### config.mk
export PLATFORM = sky130hd
export DESIGN_NAME = pc_sequencer
export DESIGN_NICKNAME = d
export VERILOG_FILES = /design/src/rtl/pc_sequencer.sv
export SDC_FILE = /design/constraint.sdc
export NUM_CORES = 1
export LEC_CHECK = 0
export ABC_AREA = 1
export CAP_MARGIN = 10
export CORE_ASPECT_RATIO = 0.5
export CORE_MARGIN = 3
export CORE_UTILIZATION = 45
export CTS_CLUSTER_SIZE = 8
export DETAILED_ROUTE_END_ITERATION = 16
export GPL_TIMING_DRIVEN = 0
export PLACE_DENSITY = 0.67
export SLEW_MARGIN = 20
export SYNTH_ARGS = -nofsm -noshare
export SYNTH_HDL_FRONTEND = slang
export SYNTH_SLANG_ARGS = --single-unit
### constraint.sdc
create_clock -name CLK -period 5.5 [get_ports CLK]
set_clock_uncertainty 0.15 [all_clocks]
set_input_delay 1.65 -clock CLK [delete_from_list [all_inputs] [get_ports CLK]]
set_output_delay 1.65 -clock CLK [all_outputs]
set_load 0.005 [all_outputs]
### src/rtl/pc_sequencer.sv
// pc_sequencer: program-counter controller for the single-cycle processor.
//
// The block owns the PC register. Each cycle it selects either the
// sequential address PC+4 or the branch/jump target, which is PC+4 plus a
// sign-extended 8-bit word offset. The PC is frozen while either cache
// reports busywait. Stalled cycles are counted in a saturating 16-bit
// counter for performance debug.
//
// Optional feature macro: PCSEQ_BNE_EN adds the BRANCH_NE input, which
// provides branch-if-not-equal.
//
// Ports:
//   CLK             system clock; all state updates on the rising edge
//   RESET           synchronous active-high reset
//   INSTR_BUSYWAIT  instruction cache miss in progress
//   DATA_BUSYWAIT   data cache access in progress
//   JUMP            unconditional jump
//   BRANCH          branch-if-equal
//   BRANCH_NE       branch-if-not-equal (only with PCSEQ_BNE_EN)
//   ZERO            ALU zero flag
//   OFFSET[7:0]     signed word offset
//   PC[31:0]        current instruction address
//   PC_VALID        PC holds a fetchable address
//   REDIRECT        one-cycle pulse after a taken jump/branch is applied
//   STALL_CYCLES    saturating count of stalled cycles
module pc_sequencer (
  input  logic        CLK,
  input  logic        RESET,
  input  logic        INSTR_BUSYWAIT,
  input  logic        DATA_BUSYWAIT,
  input  logic        JUMP,
  input  logic        BRANCH,
`ifdef PCSEQ_BNE_EN
  input  logic        BRANCH_NE,
`endif
  input  logic        ZERO,
  input  logic [7:0]  OFFSET,
  output logic [31:0] PC,
  output logic        PC_VALID,
  output logic        REDIRECT,
  output logic [15:0] STALL_CYCLES
);

  typedef enum logic [1:0] {
    S_INIT  = 2'd0,
    S_RUN   = 2'd1,
    S_STALL = 2'd2
  } state_t;

  state_t      state_q, state_d;
  logic [31:0] pc_q, pc_d;
  logic        pc_valid_q, pc_valid_d;
  logic        redirect_q, redirect_d;
  logic [15:0] stall_cycles_q, stall_cycles_d;

  logic [31:0] seq;
  logic [31:0] target;
  logic        taken;
  logic        stall;

  always_comb begin
    seq    = pc_q + 32'd4;
    target = seq + {{22{OFFSET[7]}}, OFFSET, 2'b00};
`ifdef PCSEQ_BNE_EN
    taken  = JUMP | (BRANCH & ZERO) | (BRANCH_NE & ~ZERO);
`else
    taken  = JUMP | (BRANCH & ZERO);
`endif
    stall  = INSTR_BUSYWAIT | DATA_BUSYWAIT;
  end

  always_comb begin
    state_d        = state_q;
    pc_d           = pc_q;
    pc_valid_d     = pc_valid_q;
    redirect_d     = redirect_q;
    stall_cycles_d = stall_cycles_q;
    case (state_q)
      S_INIT: begin
        // Busywait is ignored here; the first fetch address is always 0.
        state_d    = S_RUN;
        pc_valid_d = 1'b1;
        redirect_d = 1'b0;
      end
      S_RUN, S_STALL: begin
        if (stall) begin
          state_d    = S_STALL;
          redirect_d = 1'b0;
          if (stall_cycles_q != '1) begin
            stall_cycles_d = stall_cycles_q + 16'd1;
          end
        end else begin
          // Leaving STALL uses only the controls present at this edge.
          state_d    = S_RUN;
          pc_d       = taken ? target : seq;
          redirect_d = taken;
        end
      end
      default: begin
        state_d = S_INIT;
      end
    endcase
  end

  always_ff @(posedge CLK) begin
    if (RESET) begin
      state_q        <= S_INIT;
      pc_q           <= '0;
      pc_valid_q     <= 1'b0;
      redirect_q     <= 1'b0;
      stall_cycles_q <= '0;
    end else begin
      state_q        <= state_d;
      pc_q           <= pc_d;
      pc_valid_q     <= pc_valid_d;
      redirect_q     <= redirect_d;
      stall_cycles_q <= stall_cycles_d;
    end
  end

  assign PC           = pc_q;
  assign PC_VALID     = pc_valid_q;
  assign REDIRECT     = redirect_q;
  assign STALL_CYCLES = stall_cycles_q;

endmodule

After elaboration in Yosys (flattened, before gate mapping)
Cells that the tools add are included.
- multiplexer cells: 5
- add/subtract/negate cells: 3
- equal/unequal tests: 3
- reduce and logical (&&, ||, !) cells: 5
- bitwise operators: 4
- operators with widths (kind ; count):
    $add 32x3->32 const B ; 1
    $add 32x32->32 ; 1
    $mux 32 ; 1
    $add 16x1->16 const B ; 1
    $ne 16x16->1 const B ; 1
    $pmux 2 s2 ; 1
    $reduce_and 3->1 ; 1
    $eq 2x1->1 const B ; 1
    $eq 2x2->1 const B ; 1
    $logic_not 2->1 ; 1
    $mux 2 ; 1
    $or 1x1->1 ; 2
    $pmux 1 s2 ; 1
    $reduce_and 2->1 ; 1
    $reduce_bool 2->1 ; 1
    $reduce_or 2->1 ; 1
    $and 1x1->1 ; 1
    $mux 1 ; 1
    $not 1->1 ; 1
- output and inout port bits: 50
- input port bits: 15
- logic and storage cells: 25
- flip-flop bits (word level): 52

Logic depth before layout (Yosys ltp)
Gate-level depths: netlist (run 1).
- depth in word-level cells: 4
- mapped depth: 23
- mapped depth without buffers: 23

Least setup slack after synthesis (run 1)
OpenSTA, ideal clock, no wires.
- kind: in2reg
- from: in OFFSET[0]
- to: reg pc_q[28], in the netlist PC[28]
- path buffers: 0
- library setup time: 0.070 ns
- data required time: 5.280 ns
- data arrival time: 3.110 ns
- slack: 2.170 ns
- cell stages on the path: 12
- path through: ha_1 -> fa_1 -> nand3_1 -> nand2_1 -> nand2_1 -> nand2_1 -> a21o_1 -> nand2_1 -> nand2_1 -> nand2_1 -> nand3_1 -> a21oi_1
- word-level cells in the longest chain between the ends: 2
- ends and longest elaborated chain (element ; RTL line ; text):
    from (decl) ; 37 ; input logic [7:0] OFFSET,
    $add 32x32->32 ; 63 ; target = seq + {{22{OFFSET[7]}}, OFFSET, 2'b00};
    $mux 32 ; 95 ; pc_d = taken ? target : seq;
    to (signal assigned) ; 114 ; pc_q <= pc_d;
    to (decl) ; 51 ; logic [31:0] pc_q, pc_d;
Every way passes these cells.
A chain may end at the register's enable or synchronous reset.

Worst setup path after layout (run 1)
Same ends and word-level chain as after synthesis.

==> impl_results.md, run 1 <==
- Post-CTS sizing: 0
- Min-Delay Path Class: reg -> reg
- Layout Cells excl Fill: 1041
- GR Util met1: 36.4%
- Post-Syn Instances: 830
- Startpoint types: input pin
- Vias in the first global route: 5120
- Hold depth: 2
- Top cell by count, worst path: nand2_1
- Max Cap Viol: 0
- Pin count of the biggest net entering global routing: 32
- DRT antenna net count: 0
- Clock Power Share: 26.1%
- Die X: 155 um
- Area occupied by multi-input gates: 3490 sq um
- P_sw: 0.000519 W
- Crit Path Category: in -> reg
- Pint: 0.000770 W
- CP Capture Type: flip-flop
- Slew headroom: 50.6%
- Antenna violations before repair: 0
- Highest-delay cell along the critical path: clkdlybuf4s50_1
- Hold_ws: 0.323 ns
- Worst-case reg-to-reg path depth: 18
- Antenna cells: 0
- Maximum root-to-sink buffer count: 2
- Post-DP HPWL: 13200 um
- DRT Pass-1 Iters: 5
- All-layer global routing usage: 26.8%
- Req. time, crit path: 5.58 ns
- Die Footprint: 12400 sq um
- Routed Wire Length: 16600 um
- Rows: 26
- Unique cell type count in the Yosys netlist: 44
- Number of synthesized flops with an enable pin: 0
- Ys Warns: 0
- Total CTS buffers: 5
- Number of buffers added on ports: 62
- Minimum clock period: 3.89 ns
- Slowest stage delay, CP: 0.41 ns
- Fmax: 257 MHz
- Slew Limit Fails: 0
- Synth async-reset ratio: 0%
- Placer Congestion: 0.973
- Maximum fanout along the worst path: 5
- Drt wl/cell: 16.0 um
- Seq. cell area: 1000 sq um
- Met2 usage: 42.7%
- Setup bufs post-CTS: 0
- Tcrit/Tclk final: 70.7%
- Worst r2r src: PC[2]
- Flop2flop setup slack: 1.88 ns
- Sw Ratio: 40.3%
- Seq/Total Area, Yosys: 20.2%
- # fillers: 1090
- Reg2reg end: PC[25]
- M3 GR Usage: 8.07%
- Mapped cell area: 4960 sq um
- Final setup violation count: 0
- FF+latch count, synth: 50
- Reg power frac: 34.1%
- VDD IR max: 0.000140 V
- First-pass GRT wire length: 26300 um
- CTS tree: done
- Worst hold start: PC_VALID
- Primary FF master, synth: dfxtp_1
- Fin util: 56.4%
- Arrival time worst endpoint: 3.97 ns
- Hold path endpoint: PC_VALID
- Worst-Margin Slew: 0.741 ns
- TNS Setup: 0 ns
- Vias: 5713
- Syn-to-layout area delta: 19.1%
- GR Overflow Total: 0
- Die height: 80.3 um
- Gr busiest metal: met2
- Placed insts: 1033
- CTS sink cnt: 50
- H-tree levels: 2
- Post-route DRC: 0
- Initial core utilization: 47.4%
- Pwr per Cell Area: 218 nW/um^2
- Outcome: complete, no violations
- Via density: 5.49
- Comb pwr share: 39.8%
- Reg clk slew, reported paths: 0.08 ns
- RSZ-0062 raised after global routing: false
- Crit-path cells: clkdlybuf4s50_1, ha_1, fa_1, nand3_1, nand2_1, nand2_1, nand2_1, a21o_1, nand2_1, nand2_1, nand2_1, nand3_1, a21oi_1
- Post-CTS Hold Fix Bufs: 0
- Final Hold Viols: 0
- Boundary Pins: 65
- CORE AREA: 10500 sq um
- CTS Root Cell: clkbuf_16
- Share of cells above drive strength 1: 4.22%
- Syn Area/Cell: 5.98 sq um
- Total Nets Final: 956
- Clk_lat worst skew: 0.30 ns
- Initial drt markers: 442
- P_leak: 2.71 nW
## worst max-delay path: cells and delay by family
| kind | cells | cell delay, ns |
|---|---|---|
| compound gates | 2 | 0.46 |
| buf+inv | 1 | 0.41 |
| simple gates | 8 | 0.80 |
| fa+ha+maj | 2 | 0.65 |
## power by group through the flow
stage / logic (W) / registers, W / clock network (W)
floorplan: 0.000330 / 0.000439 / 0
global placement: 0.000501 / 0.000446 / 0
detailed placement: 0.000506 / 0.000446 / 0
CTS: 0.000510 / 0.000438 / 0.000342
global route: 0.000575 / 0.000445 / 0.000359
finish: 0.000513 / 0.000439 / 0.000337
## state kept, by name, indices dropped and copies added (netlist names)
name / flops
PC: 30
PC_VALID: 1
REDIRECT: 1
STALL_CYCLES: 16
state_q: 2
## worst max path at each step
| stage | from | endpoint | slack [ns] | depth (start not counted) |
|---|---|---|---|---|
| 2_1_floorplan | OFFSET[0] | PC[28] | 2.17 | 12 |
| 3_3_place_gp | OFFSET[7] | PC[26] | 0.56 | 10 |
| 3_5_place_dp | OFFSET[0] | PC[28] | 1.36 | 13 |
| 4_1_cts | OFFSET[0] | PC[28] | 1.66 | 13 |
| 5_1_grt | OFFSET[0] | PC[28] | 1.45 | 13 |
| 6_report | OFFSET[0] | PC[28] | 1.61 | 13 |
## metal layers
| layer | routed length, um | vias to the layer above |
|---|---|---|
| met3 | 1590 | 16 |
| li1 | - | 2861 |
| met1 | 7720 | 2606 |
| met5 | 0 | - |
| met4 | 196 | 0 |
| met2 | 7100 | 230 |
## placed cells by master, fill, tap and decap left out, types with 3 or more instances in the layout
master	n
a21o_1	4
a21oi_1	77
a31oi_1	7
buf_2	3
clkbuf_1	11
clkbuf_16	5
clkdlybuf4s50_1	61
dfxtp_1	50
ha_1	40
inv_1	99
nand2_1	222
nand3_1	60
nand3b_1	3
nand4_1	12
nor2_1	85
nor2_2	6
nor3_1	21
nor4_1	3
o211ai_1	4
o21ai_0	58
o21bai_1	4
or2_2	4
xnor2_1	6
xor2_1	24
## per-stage QoR
| step | worst slack [ns] | instance area (sq um) | total power, W |
|---|---|---|---|
| after floorplan | 2.17 | 4970 | 0.000768 |
| after global placement | 0.558 | 5760 | 0.000946 |
| after detailed placement | 1.36 | 5760 | 0.000952 |
| after CTS | 1.66 | 5910 | 0.00129 |
| after global routing | 1.45 | 5910 | 0.00138 |
| final | 1.61 | 5910 | 0.00129 |
## cell type report
class	count	share of cell area, %
Buffer	19	1.65
Multi-Input combinational cell	661	59.0
Tap cell	140	2.96
Clock buffer	5	2.12
Clock inverter	3	0.487
Sequential cell	50	16.9
Timing Repair Buffer	62	10.4
Inverter	101	6.46
## synth_stat cells (2+ instances only)
cell type / number / share of area, %
nand3_2: 2 / 0.40
o211ai_1: 4 / 0.61
ha_1: 40 / 10
inv_1: 99 / 7.5
dfxtp_1: 50 / 20
o21ai_0: 58 / 5.8
nand2_1: 222 / 17
nor2_2: 6 / 0.76
buf_4: 2 / 0.30
and2_1: 2 / 0.25
nor3_1: 21 / 2.1
nor2_4: 2 / 0.45
nand2_2: 2 / 0.25
or2_2: 4 / 0.50
clkbuf_1: 11 / 0.83
a21oi_1: 77 / 7.8
buf_2: 2 / 0.20
xor2_1: 24 / 4.2
nand3b_1: 3 / 0.45
a21o_1: 4 / 0.61
xnor2_1: 6 / 1.1
nand3_1: 60 / 6.0
nand4_1: 12 / 1.5
buf_6: 2 / 0.45
a31oi_1: 7 / 0.88
nor4_1: 3 / 0.38
nor2_1: 85 / 6.4
o21bai_1: 4 / 0.61
## cells by family after synthesis
kind of cell / count (synthesis) / share of synthesized area, %
AND/OR/NAND/NOR: 429 / 37.1
AO/OA/AOI/OAI: 159 / 17.2
buffers and inverters: 120 / 9.65
flip-flops: 50 / 20.2
adder cells (fa/ha/maj): 41 / 10.5
XOR/XNOR: 30 / 5.29
other: 1 / 0.0756
Note: power is estimated with default switching activity, not from simulation.
==> run 2: changes to the inputs <==
Settings changed: PLACE_DENSITY 0.67 to 0.7.
Clock period 5.5 ns to 3.4 ns, I/O delays scaled along.
==> impl_results.md, run 2 (synthesized netlist as in run 1, its figures left out) <==
- Outcome: complete, no violations
- All-layer global routing usage: 25.1% (-1.7 points)
- CP Capture Type: flip-flop
- Final setup violation count: 0 (unchanged)
- Startpoint types: input pin
- Max Cap Viol: 0 (unchanged)
- Antenna violations before repair: 0 (unchanged)
- Met2 usage: 40.5% (-2.2 points)
- RSZ-0062 raised after global routing: true
- Worst-Margin Slew: 0.780 ns (+0.0392 ns)
- Pwr per Cell Area: 346 nW/um^2 (+59%)
- Antenna cells: 0 (unchanged)
- P_leak: 2.77 nW (+2.3%)
- Initial drt markers: 564 (+28%)
- Initial core utilization: 47.4% (unchanged)
- Area occupied by multi-input gates: 3680 sq um (+5.4%)
- GR Util met1: 35.2% (-1.2 points)
- First-pass GRT wire length: 24900 um (-5.3%)
- Final Hold Viols: 0 (unchanged)
- Power Total: 0.00213 W (+65%)
- DRT Pass-1 Iters: 6 (+1)
- Die height: 80.3 um (unchanged)
- Clock Power Share: 25.9% (-0.2 points)
- P_sw: 0.000832 W (+60%)
- Routed Wire Length: 16100 um (-2.9%)
- GR Overflow Total: 0 (unchanged)
- Arrival time worst endpoint: 3.35 ns (-0.62 ns)
- Sw Ratio: 39.0% (-1.2 points)
- Maximum fanout along the worst path: 5 (unchanged)
- Final Worst Setup Slack: 0.129 ns (-1.48 ns)
- Reg clk slew, reported paths: 0.07 ns (about the same)
- Via density: 5.48 (-0.11%)
- DRT antenna net count: 0 (unchanged)
- Placed insts: 1033 (unchanged)
- Rows: 26 (unchanged)
- Flop2flop setup slack: 0.17 ns (-1.71 ns)
- Number of buffers added on ports: 62 (unchanged)
- Comb pwr share: 40.6% (+0.8 points)
- Pin count of the biggest net entering global routing: 32 (unchanged)
- CTS Root Cell: clkbuf_16
- Slew Limit Fails: 0 (unchanged)
- Vias: 5734 (+0.37%)
- CTS tree: done
- Placer Congestion: 0.965 (-0.79%)
- Req. time, crit path: 3.47 ns (-2.11 ns)
- Minimum clock period: 3.27 ns
- Seq. cell area: 1020 sq um (+1.8%)
- Hold depth: 2 (unchanged)
- Crit Path Category: in -> reg
- Post-route DRC: 0 (unchanged)
- Hold_ws: 0.323 ns (+0.000247 ns)
- Clk_lat worst skew: 0.29 ns (about the same)
- Post-CTS Hold Fix Bufs: 0 (unchanged)
- Post-DP HPWL: 12800 um (-3.2%)
- Pint: 0.00130 W (+69%)
- Total CTS buffers: 5 (unchanged)
- Most common cell after layout, fill and taps aside: nand2_1
- Syn-to-layout area delta: 24.2%
- Max reg flops: 30 (unchanged)
- Min-Delay Path Class: reg -> reg
- Tcrit/Tclk final: 96.2%
- H-tree levels: 2 (unchanged)
- Worst-case reg-to-reg path depth: 22 (+4)
- Fmax: 306 MHz
- Maximum root-to-sink buffer count: 2 (unchanged)
- Drt wl/cell: 15.4 um (-3.4%)
- Boundary Pins: 65 (unchanged)
- VDD IR max: 0.000197 V (+41%)
- Total Nets Final: 961 (+0.52%)
- Vias in the first global route: 4997 (-2.4%)
- Die X: 155 um (unchanged)
- Slew headroom: 48.0% (-2.6 points)
- Die Footprint: 12400 sq um (unchanged)
- # fillers: 1044 (-4.2%)
- Share of cells above drive strength 1: 9.82% (+5.6 points)
- CTS sink cnt: 50 (unchanged)
- Layout Cells excl Fill: 1046 (+0.48%)
- Gr busiest metal: met2
- CORE AREA: 10500 sq um (unchanged)
- TNS Setup: 0 ns (unchanged)
- DP Worst Slack: -0.110 ns (-1.47 ns)
- M3 GR Usage: 5.22% (-2.9 points)
- Reg power frac: 33.5% (-0.6 points)
- Most frequent cells in the layout: nand2_1, inv_1, nor2_1, a21oi_1, clkdlybuf4s50_1
[run 2: cell type report]
type                       count  area share, %
buffer                        19           1.58
tap                          140           2.84
timing repair buffer          67           10.6
multi-input combinational    661           59.6
inverter                     101           6.19
clock inverter                 1          0.142
clock buffer                   7           2.48
sequential                    50           16.5
[run 2: power by group through the flow]
stage	logic (W)	registers (W)	clock network [W]
CTS	0.000818	0.000708	0.000553
global placement	0.000804	0.000719	0
finish	0.000867	0.000714	0.000551
floorplan	0.000533	0.000709	0
detailed placement	0.000811	0.000721	0
global route	0.000966	0.000723	0.000572
[run 2: worst max-delay path: stages]
cell and delay, ns:
clkdlybuf4s50_1 0.40, ha_1 0.24, fa_1 0.41, nand3_1 0.09, nand2_1 0.14, nand2_1 0.09
nand2_1 0.14, a21o_1 0.26, nand2_1 0.13, nand2_1 0.07, nand2_1 0.06, nand3_1 0.10
a21oi_1 0.20
[run 2: timing repair]
action	in CTS	in global routing
cloned	0	0
resized for setup	5	49
setup endpoints to repair	5	19
hold endpoints to repair	0	0
setup buffers	3	2
pin swaps	2	8
[run 2: metrics by stage]
| step | utilization (%) | area [sq um] |
|---|---|---|
| floorplan | - | 4970 |
| global placement | 55.0 | 5760 |
| detailed placement | 55.0 | 5760 |
| CTS | 56.9 | 5960 |
| global route | 58.8 | 6160 |
| finish | 58.8 | 6160 |
[run 2: metal layers]
layer | wire length [um] | part of all wire, % | vias to the layer above
met5 | 0 | 0 | -
met1 | 7510 | 47 | 2584
met4 | 273 | 1.7 | 0
li1 | - | - | 2867
met3 | 1490 | 9.2 | 26
met2 | 6850 | 42 | 257
[run 2: worst paths after layout]
kind         startpoint        to
max           OFFSET[0]    PC[28]
min            PC_VALID  PC_VALID
max reg2reg       PC[3]    PC[31]
min reg2reg    PC_VALID  PC_VALID
==> run 3: changes to the inputs <==
Settings changed: GPL_ROUTABILITY_DRIVEN set to 0, SKIP_LAST_GASP set to 1.
==> impl_results.md, run 3 (synthesized netlist as in run 1, its figures left out) <==
- Clock Power Share: 25.0% (-0.9 points)
- DRT antenna net count: 0 (unchanged)
- Antenna violations before repair: 0 (unchanged)
- Most common cell after layout, fill and taps aside: nand2_1
- Startpoint types: flip-flop
- Worst hold start: STALL_CYCLES[8]
- Slew Limit Fails: 0 (unchanged)
- Outcome: complete, no violations
- Fin util: 58.7% (-0.13 points)
- Reg2reg end: PC[31]
- Worst-Margin Slew: 0.709 ns (-0.0711 ns)
- Number of buffers added on ports: 62 (unchanged)
- Antenna cells: 0 (unchanged)
- Max Cap Viol: 0 (unchanged)
- Hold_ws: 0.341 ns (+0.0180 ns)
- # fillers: 1036 (-0.77%)
- Comb pwr share: 41.3% (+0.7 points)
- Initial drt markers: 464 (-18%)
- Pin count of the biggest net entering global routing: 32 (unchanged)
- Crit-path cells: nand2_1, nor2_4, nand4_1, nor2_4, nand2_2, nor2_1, nand2_1, and2_2, ha_1, nand2_2, nor3_4, nand2_2, nor2_1, nand2_1, nand2_1, nand2_1, nand3_1, nand2_1, a21oi_1
- Post-CTS Hold Fix Bufs: 0 (unchanged)
- Final setup violation count: 0 (unchanged)
- Minimum clock period: 3.28 ns (+0.0117 ns)
- Routed Wire Length: 16000 um (-0.63%)
- Hold path endpoint: STALL_CYCLES[8]
- Total CTS buffers: 5 (unchanged)
- Fmax: 305 MHz (-0.36%)
- Hold depth: 2 (unchanged)
- First-pass GRT wire length: 24900 um (+0.14%)
- Syn-to-layout area delta: 23.9%
- Worst-case reg-to-reg path depth: 19 (-14%)
- Reg clk slew, reported paths: 0.07 ns (about the same)
- Pint: 0.00128 W (-1.4%)
- DRT Pass-1 Iters: 6 (unchanged)
- Highest-delay cell along the critical path: dfxtp_2
- Crit path buf inv count: 0 (-1)
- P_leak: 2.76 nW (-0.47%)
- Maximum root-to-sink buffer count: 2 (unchanged)
- Total Nets Final: 960 (-0.10%)
- Reg power frac: 33.6% (about the same)
- GR Overflow Total: 0 (unchanged)
- Post-DP HPWL: 12700 um (-0.94%)
- Family with the most delay on the worst path: simple AND/OR/NAND/NOR gates
- Share of cells above drive strength 1: 9.50% (-0.32 points)
- Top cell by count, worst path: nand2_1
- Sw Ratio: 39.5% (+0.52 points)
- Boundary Pins: 65 (unchanged)
- H-tree levels: 2 (unchanged)
- Worst r2r src: PC[12]
- Tcrit/Tclk final: 96.6% (+0.35 points)
- Vias in the first global route: 5059 (+1.2%)
- Drt wl/cell: 15.3 um (-0.53%)
- CP Capture Type: flip-flop
- CTS tree: done
- CTS sink cnt: 50 (unchanged)
- Req. time, crit path: 3.47 ns (about the same)
- Flop2flop setup slack: 0.12 ns (-0.05 ns)
- All-layer global routing usage: 25.1% (+0.032 points)
- Vias: 5709 (-0.44%)
- Post-route DRC: 0 (unchanged)
- Pwr per Cell Area: 345 nW/um^2 (-0.30%)
- VDD IR max: 0.000194 V (-1.6%)
- Die X: 155 um (unchanged)
- Crit Path Category: reg -> reg
- CTS Root Cell: clkbuf_16
- Initial core utilization: 47.4% (unchanged)
- Slowest stage delay, CP: 0.39 ns (-0.02 ns)
- Min-Delay Path Class: reg -> reg
- Via density: 5.46 (-0.34%)
- CORE AREA: 10500 sq um (unchanged)
- Die height: 80.3 um (unchanged)
- Maximum fanout along the worst path: 5 (unchanged)
- Arrival time worst endpoint: 3.36 ns (about the same)
- Final Hold Viols: 0 (unchanged)
- Rows: 26 (unchanged)
- Clk_lat worst skew: 0.30 ns (about the same)
- RSZ-0062 raised after global routing: true
- Slew headroom: 52.8% (+4.7 points)
- Max reg flops: 30 (unchanged)
- Most frequent cells in the layout: nand2_1, inv_1, nor2_1, a21oi_1, clkdlybuf4s50_1
- TNS Setup: 0 ns (unchanged)
- Die Footprint: 12400 sq um (unchanged)
- P_sw: 0.000838 W (+0.81%)
==> run 3: cell count changes in the layout (fill, tap and decap cells not counted), sizes merged <==
cell      change
buf           -2
clkinvlp      +1
==> run 3: layout make-up <==
| class | instances | area [sq um] | share of cell area, % |
|---|---|---|---|
| inverter | 101 | 382 | 6.21 |
| multi-input combinational | 661 | 3670 | 59.7 |
| buffer | 19 | 97.6 | 1.59 |
| sequential | 50 | 1020 | 16.6 |
| clock inverter | 2 | 12.5 | 0.203 |
| tap | 140 | 175 | 2.85 |
| timing repair buffer | 66 | 648 | 10.5 |
| clock buffer | 6 | 139 | 2.26 |
==> run 3: power by group through the flow <==
| stage | clock (W) | sequential (W) | combinational (W) |
|---|---|---|---|
| 2_1_floorplan | 0 | 0.000709 | 0.000533 |
| 3_3_place_gp | 0 | 0.000720 | 0.000801 |
| 3_5_place_dp | 0 | 0.000721 | 0.000813 |
| 4_1_cts | 0.000536 | 0.000708 | 0.000820 |
| 5_1_grt | 0.000559 | 0.000722 | 0.000976 |
| 6_report | 0.000531 | 0.000714 | 0.000877 |
==> run 3: per-layer routing <==
metal	vias to the layer above	global-route usage [%]	part of all wire, %
met5	-	0	0
met4	0	3.96	1.1
met3	17	4.74	8.3
met2	222	40.7	44
met1	2592	35.4	47
li1	2878	-	-
==> run 3: metrics by stage <==
step | area [sq um] | std cells | worst slack [ns] | total power (W)
CTS | 5940 | 1043 | 0.0215 | 0.00207
global route | 6150 | 1045 | -0.0541 | 0.00226
floorplan | 4970 | 831 | 0.539 | 0.00124
global placement | 5760 | 1033 | -1.05 | 0.00152
finish | 6150 | 1045 | 0.117 | 0.00212
detailed placement | 5760 | 1033 | -0.110 | 0.00153
==> run 3: worst max path at each step <==
stage              start  endpoint  slack, ns  cells past startpoint
2_1_floorplan      PC[2]    PC[31]       0.54                     21
6_report          PC[12]    PC[31]       0.12                     19
5_1_grt           PC[17]    PC[31]      -0.05                     20
3_5_place_dp       PC[2]    PC[25]      -0.11                     17
3_3_place_gp   OFFSET[7]    PC[25]      -1.05                     10
4_1_cts           PC[12]    PC[31]       0.02                     21
==> run 3: timing repair <==
item,4_1_cts,5_1_grt
pin swaps,2,11
endpoints found under the hold margin,0,0
gates resized for setup,5,50
buffers inserted,2,2
endpoints found under the setup margin,4,13
==> run 3: tightest hold or removal path, stage by stage (launching register included) <==
cell and delay (ns):
dfxtp_1 0.32, inv_1 0.07, a21oi_1 0.06
